===== src/rtl/rv_lsu.sv =====
// Load/store unit: turns one core request into one or two bus beats and returns a sign/zero-extended result.
// LSU_MISALIGNED_EN enables two-beat split accesses; without it any misaligned access is rejected with rsp_err.
module rv_lsu #(
    parameter int XLEN   = 32,
    parameter int ADDR_W = 32
) (
    input  logic              clk,
    input  logic              rst_n,
    input  logic              req_valid,
    output logic              req_ready,
    input  logic [ADDR_W-1:0] req_addr,
    input  logic              req_we,
    input  logic [1:0]        req_size,
    input  logic              req_unsigned,
    input  logic [XLEN-1:0]   req_wdata,
    output logic              rsp_valid,
    input  logic              rsp_ready,
    output logic [XLEN-1:0]   rsp_rdata,
    output logic              rsp_err,
    output logic              mem_valid,
    input  logic              mem_ready,
    output logic [ADDR_W-1:0] mem_addr,
    output logic              mem_we,
    output logic [XLEN/8-1:0] mem_be,
    output logic [XLEN-1:0]   mem_wdata,
    input  logic              mem_rvalid,
    input  logic [XLEN-1:0]   mem_rdata,
    input  logic              mem_err
);
    localparam int NB = XLEN / 8;
    localparam int OW = $clog2(NB);
    localparam int BW = 2 * NB;

    // Handshakes: a transfer happens on the rising edge where valid && ready; valid never waits on ready.
    typedef enum logic [2:0] {IDLE, BEAT0, WAIT0, BEAT1, WAIT1, RESP} state_t;

    state_t            state_q, state_d;
    logic [ADDR_W-1:0] addr_q, addr_d;
    logic              we_q, we_d;
    logic [1:0]        size_q, size_d;
    logic              uns_q, uns_d;
    logic [XLEN-1:0]   wdata_q, wdata_d;
    logic [XLEN-1:0]   rdata0_q, rdata0_d;
    logic [XLEN-1:0]   rdata1_q, rdata1_d;
    logic              err_q, err_d;
    logic              split_q, split_d;

    logic [OW-1:0]     req_off;
    logic [3:0]        req_len;
    logic              req_reject;
    logic              req_split;

    assign req_off = req_addr[OW-1:0];
    assign req_len = 4'd1 << req_size;

`ifdef LSU_MISALIGNED_EN
    assign req_split  = (int'(req_off) + int'(req_len)) > NB;
    assign req_reject = (XLEN == 32) && (req_size == 2'd3);
`else
    logic req_misal;
    assign req_misal  = (int'(req_off) & (int'(req_len) - 1)) != 0;
    assign req_split  = 1'b0;
    assign req_reject = ((XLEN == 32) && (req_size == 2'd3)) || req_misal;
`endif

    logic [OW-1:0]     off_q;
    logic [3:0]        len_q;
    logic [ADDR_W-1:0] addr0, addr1;
    logic [BW-1:0]     be_full;
    logic [2*XLEN-1:0] w_full;
    logic [XLEN-1:0]   ld_raw, ld_tmp, ld_ext;
    int                shamt;

    assign off_q   = addr_q[OW-1:0];
    assign len_q   = 4'd1 << size_q;
    assign addr0   = {addr_q[ADDR_W-1:OW], {OW{1'b0}}};
    assign addr1   = addr0 + ADDR_W'(NB);
    // Byte enables and data are built over a double-width window; the high half feeds the second beat.
    assign be_full = BW'((1 << len_q) - 1) << off_q;
    assign w_full  = {{XLEN{1'b0}}, wdata_q} << {off_q, 3'b000};
    assign ld_raw  = XLEN'({rdata1_q, rdata0_q} >> {off_q, 3'b000});

    always_comb begin
        shamt = XLEN - 8 * int'(len_q);
        if (shamt < 0) shamt = 0;
        ld_tmp = ld_raw << shamt;
        ld_ext = uns_q ? (ld_tmp >> shamt) : $unsigned($signed(ld_tmp) >>> shamt);
    end

    always_comb begin
        req_ready = (state_q == IDLE);
        mem_valid = (state_q == BEAT0) || (state_q == BEAT1);
        mem_we    = mem_valid && we_q;
        mem_addr  = '0;
        mem_be    = '0;
        mem_wdata = '0;
        if (state_q == BEAT0) begin
            mem_addr  = addr0;
            mem_be    = be_full[NB-1:0];
            mem_wdata = w_full[XLEN-1:0];
        end else if (state_q == BEAT1) begin
            mem_addr  = addr1;
            mem_be    = be_full[BW-1:NB];
            mem_wdata = w_full[2*XLEN-1:XLEN];
        end
        rsp_valid = (state_q == RESP);
        rsp_err   = rsp_valid && err_q;
        rsp_rdata = (rsp_valid && !err_q && !we_q) ? ld_ext : '0;
    end

    always_comb begin
        state_d  = state_q;
        addr_d   = addr_q;
        we_d     = we_q;
        size_d   = size_q;
        uns_d    = uns_q;
        wdata_d  = wdata_q;
        rdata0_d = rdata0_q;
        rdata1_d = rdata1_q;
        err_d    = err_q;
        split_d  = split_q;
        case (state_q)
            IDLE: begin
                if (req_valid) begin
                    addr_d   = req_addr;
                    we_d     = req_we;
                    size_d   = req_size;
                    uns_d    = req_unsigned;
                    wdata_d  = req_wdata;
                    rdata0_d = '0;
                    rdata1_d = '0;
                    err_d    = req_reject;
                    split_d  = req_split;
                    state_d  = req_reject ? RESP : BEAT0;
                end
            end
            BEAT0: if (mem_ready) state_d = WAIT0;
            WAIT0: begin
                if (mem_rvalid) begin
                    rdata0_d = mem_rdata;
                    err_d    = mem_err;
                    state_d  = (split_q && !mem_err) ? BEAT1 : RESP;
                end
            end
            BEAT1: if (mem_ready) state_d = WAIT1;
            WAIT1: begin
                if (mem_rvalid) begin
                    rdata1_d = mem_rdata;
                    err_d    = mem_err;
                    state_d  = RESP;
                end
            end
            RESP: if (rsp_ready) state_d = IDLE;
            default: state_d = IDLE;
        endcase
    end

    always_ff @(posedge clk or negedge rst_n) begin
        if (!rst_n) begin
            state_q  <= IDLE;
            addr_q   <= '0;
            we_q     <= 1'b0;
            size_q   <= 2'd0;
            uns_q    <= 1'b0;
            wdata_q  <= '0;
            rdata0_q <= '0;
            rdata1_q <= '0;
            err_q    <= 1'b0;
            split_q  <= 1'b0;
        end else begin
            state_q  <= state_d;
            addr_q   <= addr_d;
            we_q     <= we_d;
            size_q   <= size_d;
            uns_q    <= uns_d;
            wdata_q  <= wdata_d;
            rdata0_q <= rdata0_d;
            rdata1_q <= rdata1_d;
            err_q    <= err_d;
            split_q  <= split_d;
        end
    end
endmodule

===== config.mk =====
export PLATFORM = sky130hd
export DESIGN_NAME = rv_lsu
export DESIGN_NICKNAME = d
export VERILOG_FILES = /design/src/rtl/rv_lsu.sv
export SDC_FILE = /design/constraint.sdc
export NUM_CORES = 1
export LEC_CHECK = 0
export CAP_MARGIN = 20
export CORE_ASPECT_RATIO = 1.1
export CORE_MARGIN = 5
export CORE_UTILIZATION = 50
export CTS_CLUSTER_DIAMETER = 40
export DETAILED_ROUTE_END_ITERATION = 6
export PLACE_DENSITY = 0.92
export SLEW_MARGIN = 20
export SYNTH_ARGS = -nofsm -noshare
export SYNTH_HDL_FRONTEND = slang
export SYNTH_SLANG_ARGS = --single-unit

===== constraint.sdc =====
create_clock -name clk -period 3.4 [get_ports clk]
set_clock_uncertainty 0.1 [all_clocks]
set_input_delay 0.85 -clock clk [delete_from_list [all_inputs] [get_ports clk]]
set_output_delay 0.85 -clock clk [all_outputs]
set_load 0.02 [all_outputs]

Word level (Yosys, flattened, before mapping). Cells that the tools add are included.

Register bits: 136. Bits in latches: 0. Bits in writable memories: 0. Memory bits (read-only): 0. Input port bits: 107. Output and inout port bits: 105. Memories kept: 0.

$add $sub $neg: 4. Multipliers: 0. Divide/modulo/power cells: 0. Order comparisons: 1. Equality and inequality tests: 13. Shifts and indexed selects: 9. Muxes and demuxes: 23. Bitwise gates (word level): 1. Reductions and logical operators: 19.

Operators with widths (count): 32-bit two-way mux (9); 32-bit one-hot mux with 2 select lines (2); 32-bit by 5-bit << shifter with 64-bit output (1); 64-bit by 5-bit right shift with 32-bit output (1); 32-bit by 3-bit adder with 32-bit output, second input constant (1); 32-bit nonzero test (1); 32-bit by 32-bit << shifter with 32-bit output (1); 32-bit by 32-bit right shift with 32-bit output (1); 32-bit by 32-bit >>> shifter with 32-bit output (1); 3-bit two-way mux (6); 3-bit one-hot mux with 5 select lines (1); 2-bit != test, second input constant (5); 3-bit AND reduction (3); 8-bit by 1-bit < comparator with 1-bit output, second input constant (1); 4-bit two-way mux (2); 1-bit by 2-bit << shifter with 4-bit output, first input constant (2); 1-bit by 4-bit << shifter with 8-bit output, first input constant (1); 8-bit by 2-bit << shifter with 8-bit output (1); 6-bit by 7-bit subtractor with 8-bit output, first input constant (1); 8-bit by 2-bit subtractor with 8-bit output, second input constant (1); 3-bit by 2-bit equality test with 1-bit output, second input constant (2); 3-bit equality test, second input constant (2); 6-bit AND reduction (1); 2-bit nonzero test (3); other kinds (13) (20).

Longest topological paths before layout.
Depth after elaboration: 8. Depth in mapped cells: 8. Mapped depth without buffers: 5.

Least setup slack after synthesis. No wires, ideal clock.

Path kind: register -> output. Start: register addr_q[0]. End: output mem_be[1]. Data arrival time: 2.334 ns. Slack: 0.116 ns. Stages on the path, launching flop included: 8. Cells stage by stage: dfrtp_1 > clkbuf_4 > buf_2 > buf_2 > inv_2 > a21oi_1 > nor2_1 > a2111oi_0.

Longest elaborated chain between the ends: 3.

RTL lines: start: declaration (RTL line 38) `logic [ADDR_W-1:0] addr_q, addr_d;`; start signal: assignment (RTL line 172) `addr_q <= addr_d;`; 8-bit by 2-bit << shifter with 8-bit output * (RTL line 79) `assign be_full = BW'((1 << len_q) - 1) << off_q;`; 4-bit two-way mux (RTL line 101) `end else if (state_q == BEAT1) begin`; 4-bit two-way mux * (RTL line 97) `if (state_q == BEAT0) begin`; end: declaration (RTL line 24) `output logic [XLEN/8-1:0] mem_be,`.

Every way passes the cells marked *; elsewhere a longest branch is shown, timed or not.

Worst setup path in the final report.
Start: register addr_q[0]. End: output mem_wdata[24].

Longest elaborated chain between the ends: 3.

RTL lines: 32-bit by 5-bit << shifter with 64-bit output * (RTL line 80) `assign w_full = {{XLEN{1'b0}}, wdata_q} << {off_q, 3'b000};`; 32-bit two-way mux (RTL line 101); 32-bit two-way mux * (RTL line 97); end: declaration (RTL line 25) `output logic [XLEN-1:0] mem_wdata,`.

Marked as above.

==> out/qor.csv <==
stage,metric,value,unit
detailed_routing,wl,26540,um
sta,period_share,0.9906,
synthesis,synthArstFlopShare,1.000,
worst_setup_path,slowest_stage,clkdlybuf4s50_1,
clocking,hold_buffers,0,
worst_setup_path,crit_arrival,2.42,ns
worst_setup_path,path_cells,buf_12 > mux2i_1 > and2_1 > a211oi_1 > clkdlybuf4s50_1,
clocking,cts_buffer_depth,2,
synthesis,synth_seq_cells,128,
synthesis,ys_seq_area_frac,0.4042,
synthesis,synth_cell_type_count,61,
global_route,grt_usage,0.2778,
synthesis,synth_cells,824,
floorplanning,start_util,0.5075,
global_route,overflow,0,
worst_setup_path,setup.worst_path.start_class,register,
floorplanning,die_y,142.0,um
global_route,grt_max_degree,65,
finish,diodes,0,
worst_setup_path,crit_family,buffers and inverters,
sta,hold_violations,0,
synthesis,synth_xor_area_frac,0.01547,
run,maxCapViolations,0,
sta,final_max_slew_viol_count,0,
sta,setup_viol,0,
synthesis,netlist_area,7925,um2
synthesis,synth_area_leaders,"dfrtp_1 (40%), mux2_1 (8.7%), mux4_2 (8.2%)",
floorplanning,die_area,18470,um2
floorplanning,rows,48,
sta,fmax,296.9,MHz
synthesis,yosys.area_share.simple,0.1811,
placement,port_buffers,209,
finish,multiInputGateArea,4473,um2
worst_setup_path,path_buf_inv,2,
finish,nets,1145,
clocking,clkLatencyLatePin,0.41,ns
detailed_routing,first_pass_iters,7,
placement,dpl_worst_slack,-0.006389,ns
detailed_routing,drtAntennaViolNets,0,
status,status,finished clean,
synthesis,synth_common_cells,"nand2_1 (160), dfrtp_1 (128), o21ai_1 (62)",
placement,gp_congestion,0.9389,
detailed_routing,viasPerCell,6.178,
power,vdd_drop_max,486.6,uV
power,cellPowerDensity,873.2,nW/um2
floorplanning,fp.dieW,130.0,um
power,p_leak,4.893,nW
worst_setup_path,cp.required,2.45,ns
worst_setup_path,path_class,register to primary output,
finish,final-seq-area,3211,um2
worst_hold_path,hold_path_class,primary input to asynchronous set/reset pin,
finish,fillerInstances,1072,
synthesis,synth_top_family_by_area,multiplexers,
sta,max_slew_margin,0.5503,
floorplanning,core_area,15620,um2
detailed_routing,drtIter0Drc,645,
clocking,cts_made_buffers,17,
finish,syn_to_final_growth,39.99,%
synthesis,avgSynthCellArea,9.618,um2
synthesis,synthMuxAreaShare,0.2215,
worst_setup_path,slowest_delay,0.66,ns
detailed_routing,drt-wirelength-per-cell,21.23,um
global_route,grt_pass1_wl,40510,um
power,power,9.688,mW
global_route,grt_pass1_vias,7582,
placement,dpl.hpwl,18120,um
finish,drive_gt1_frac,0.1638,
worst_setup_path,rrSetupSlack,1.11,ns
synthesis,synth.top_cell.area_share,0.4042,
clocking,cts_sinks,128,
floorplanning,num_io_pins,212,
sta,grt_setup_unrepaired,true,
worst_setup_path,crit_path_end_kind,primary output,
clocking,root_buffer,clkbuf_16,
sta,min_period,3.368,ns
global_route,antenna_found_initial,1,
sta,worst_slack,0.03186,ns
synthesis,synth_warnings,0,
synthesis,synth_area_leader_cell,dfrtp_1,
clocking,clkTransAtPathRegs,0.06,ns
sta,holdWs,0.3648,ns
synthesis,yosysMostFrequentCell,nand2_1,
clocking,htree_levels,4,
clocking,cts_tree,yes,
detailed_routing,dr_total_vias,7723,
sta,tightest_slew,0.6746,ns
detailed_routing,drcViolationCount,0,
synthesis,synth_edf_count,0,
synthesis,synthFlopType,dfrtp_1,
synthesis,synth-compound-area-share,0.1285,
worst_setup_path,cp_max_fo,25,
clocking,cts_setup_buffers,0,
synthesis,yosys.area_share.adder,0.001579,
-- layout make-up --
type                            count  area share
Sequential cell                   128      0.2894
Timing Repair Buffer              259      0.2205
Multi-Input combinational cell    619      0.4032
Tap cell                          200     0.02256
Clock buffer                       18     0.03958
Inverter                           12    0.004286
Clock inverter                     14     0.02053
-- routing by layer --
metal / up-vias / track usage / wire [um]
li1: 3424 / - / -
met1: 3712 / 0.3538 / 10110
met2: 484 / 0.4527 / 12850
met3: 101 / 0.05893 / 2228
met4: 2 / 0.1296 / 1339
met5: - / 0 / 15
-- repair_timing --
item	in CTS	in global routing
gates resized for setup	126	65
setup endpoints to repair	80	47
cloned	1	1
pin swaps	1	3
-- report_power, final --
group	internal, mW	leakage [nW]	switching [mW]
logic	2.14	2.95	2.68
clock network	1.33	0.322	0.732
registers	2.15	1.62	0.653
total	5.63	4.89	4.06
-- cell families after synthesis --
kind of cell               Yosys count
xor gates and xnor gates            14
other                                1
AOI/OAI and AO/OA                  166
DFF                                128
and+or+nand+nor                    307
muxes                              128
adders and majority gates            1
buffers and inverters               79
-- per-stage QoR --
step           instance area (um2)  instances   TNS (ns)    util
3_5_place_dp                 10410       1216  -0.006389  0.6667
5_1_grt                      11090       1250   -0.05153  0.7105
6_report                     11090       1250          0  0.7105
3_3_place_gp                 10410       1216          0  0.6667
2_1_floorplan                 7929        825          0       -
4_1_cts                      11110       1249   -0.08277  0.7112
-- placed cells by master (no fill, tap or decap), types with 7 or more instances in the layout --
cell,instances
a211oi_1,9
a21oi_1,23
a221o_1,8
a22oi_1,9
and2_1,17
buf_2,17
buf_4,44
clkbuf_16,18
clkdlybuf4s50_1,130
dfrtp_1,124
dlygate4sd2_1,35
dlymetal6s2s_1,14
inv_1,8
mux2_1,61
mux2i_1,34
mux4_2,29
nand2_1,160
nand3_1,26
nand4_1,12
nor2_1,41
nor3_1,7
o21ai_0,13
o21ai_1,62
o22ai_1,10
o2bb2ai_1,7
o31ai_1,8
or4_1,7
xnor2_1,8
-- worst paths after layout --
kind,startpoint,endpoint,cells past startpoint
setup / recovery,addr_q[0]$_DFFE_PN0P_,mem_wdata[24],5
hold / removal,rst_n,rdata0_q[4]$_DFFE_PN0P_,1
setup reg to reg,state_q[1]$_DFFE_PN0P_,wdata_q[17]$_DFFE_PN0P_,4
hold reg to reg,rdata0_q[6]$_DFFE_PN0P_,rdata0_q[6]$_DFFE_PN0P_,2
max in group asynchronous,rst_n,addr_q[0]$_DFFE_PN0P_,2
min in group clk,rdata0_q[6]$_DFFE_PN0P_,rdata0_q[6]$_DFFE_PN0P_,2
-- worst register-to-register path: stages, from the launching register on --
cell and delay (ns):
dfrtp_2 0.45, buf_6 0.21, nor4b_4 0.60, buf_4 0.44, mux2_1 0.38
-- state kept, by name, summed over array words and instances (netlist names) --
| signal | flops |
|---|---|
| we_q | 1 |
| wdata_q | 32 |
| rdata0_q | 32 |
| size_q | 2 |
| uns_q | 1 |
| err_q | 1 |
| state_q | 3 |
| rdata1_q | 24 |
| addr_q | 32 |
(Power assumes the default switching activity.)
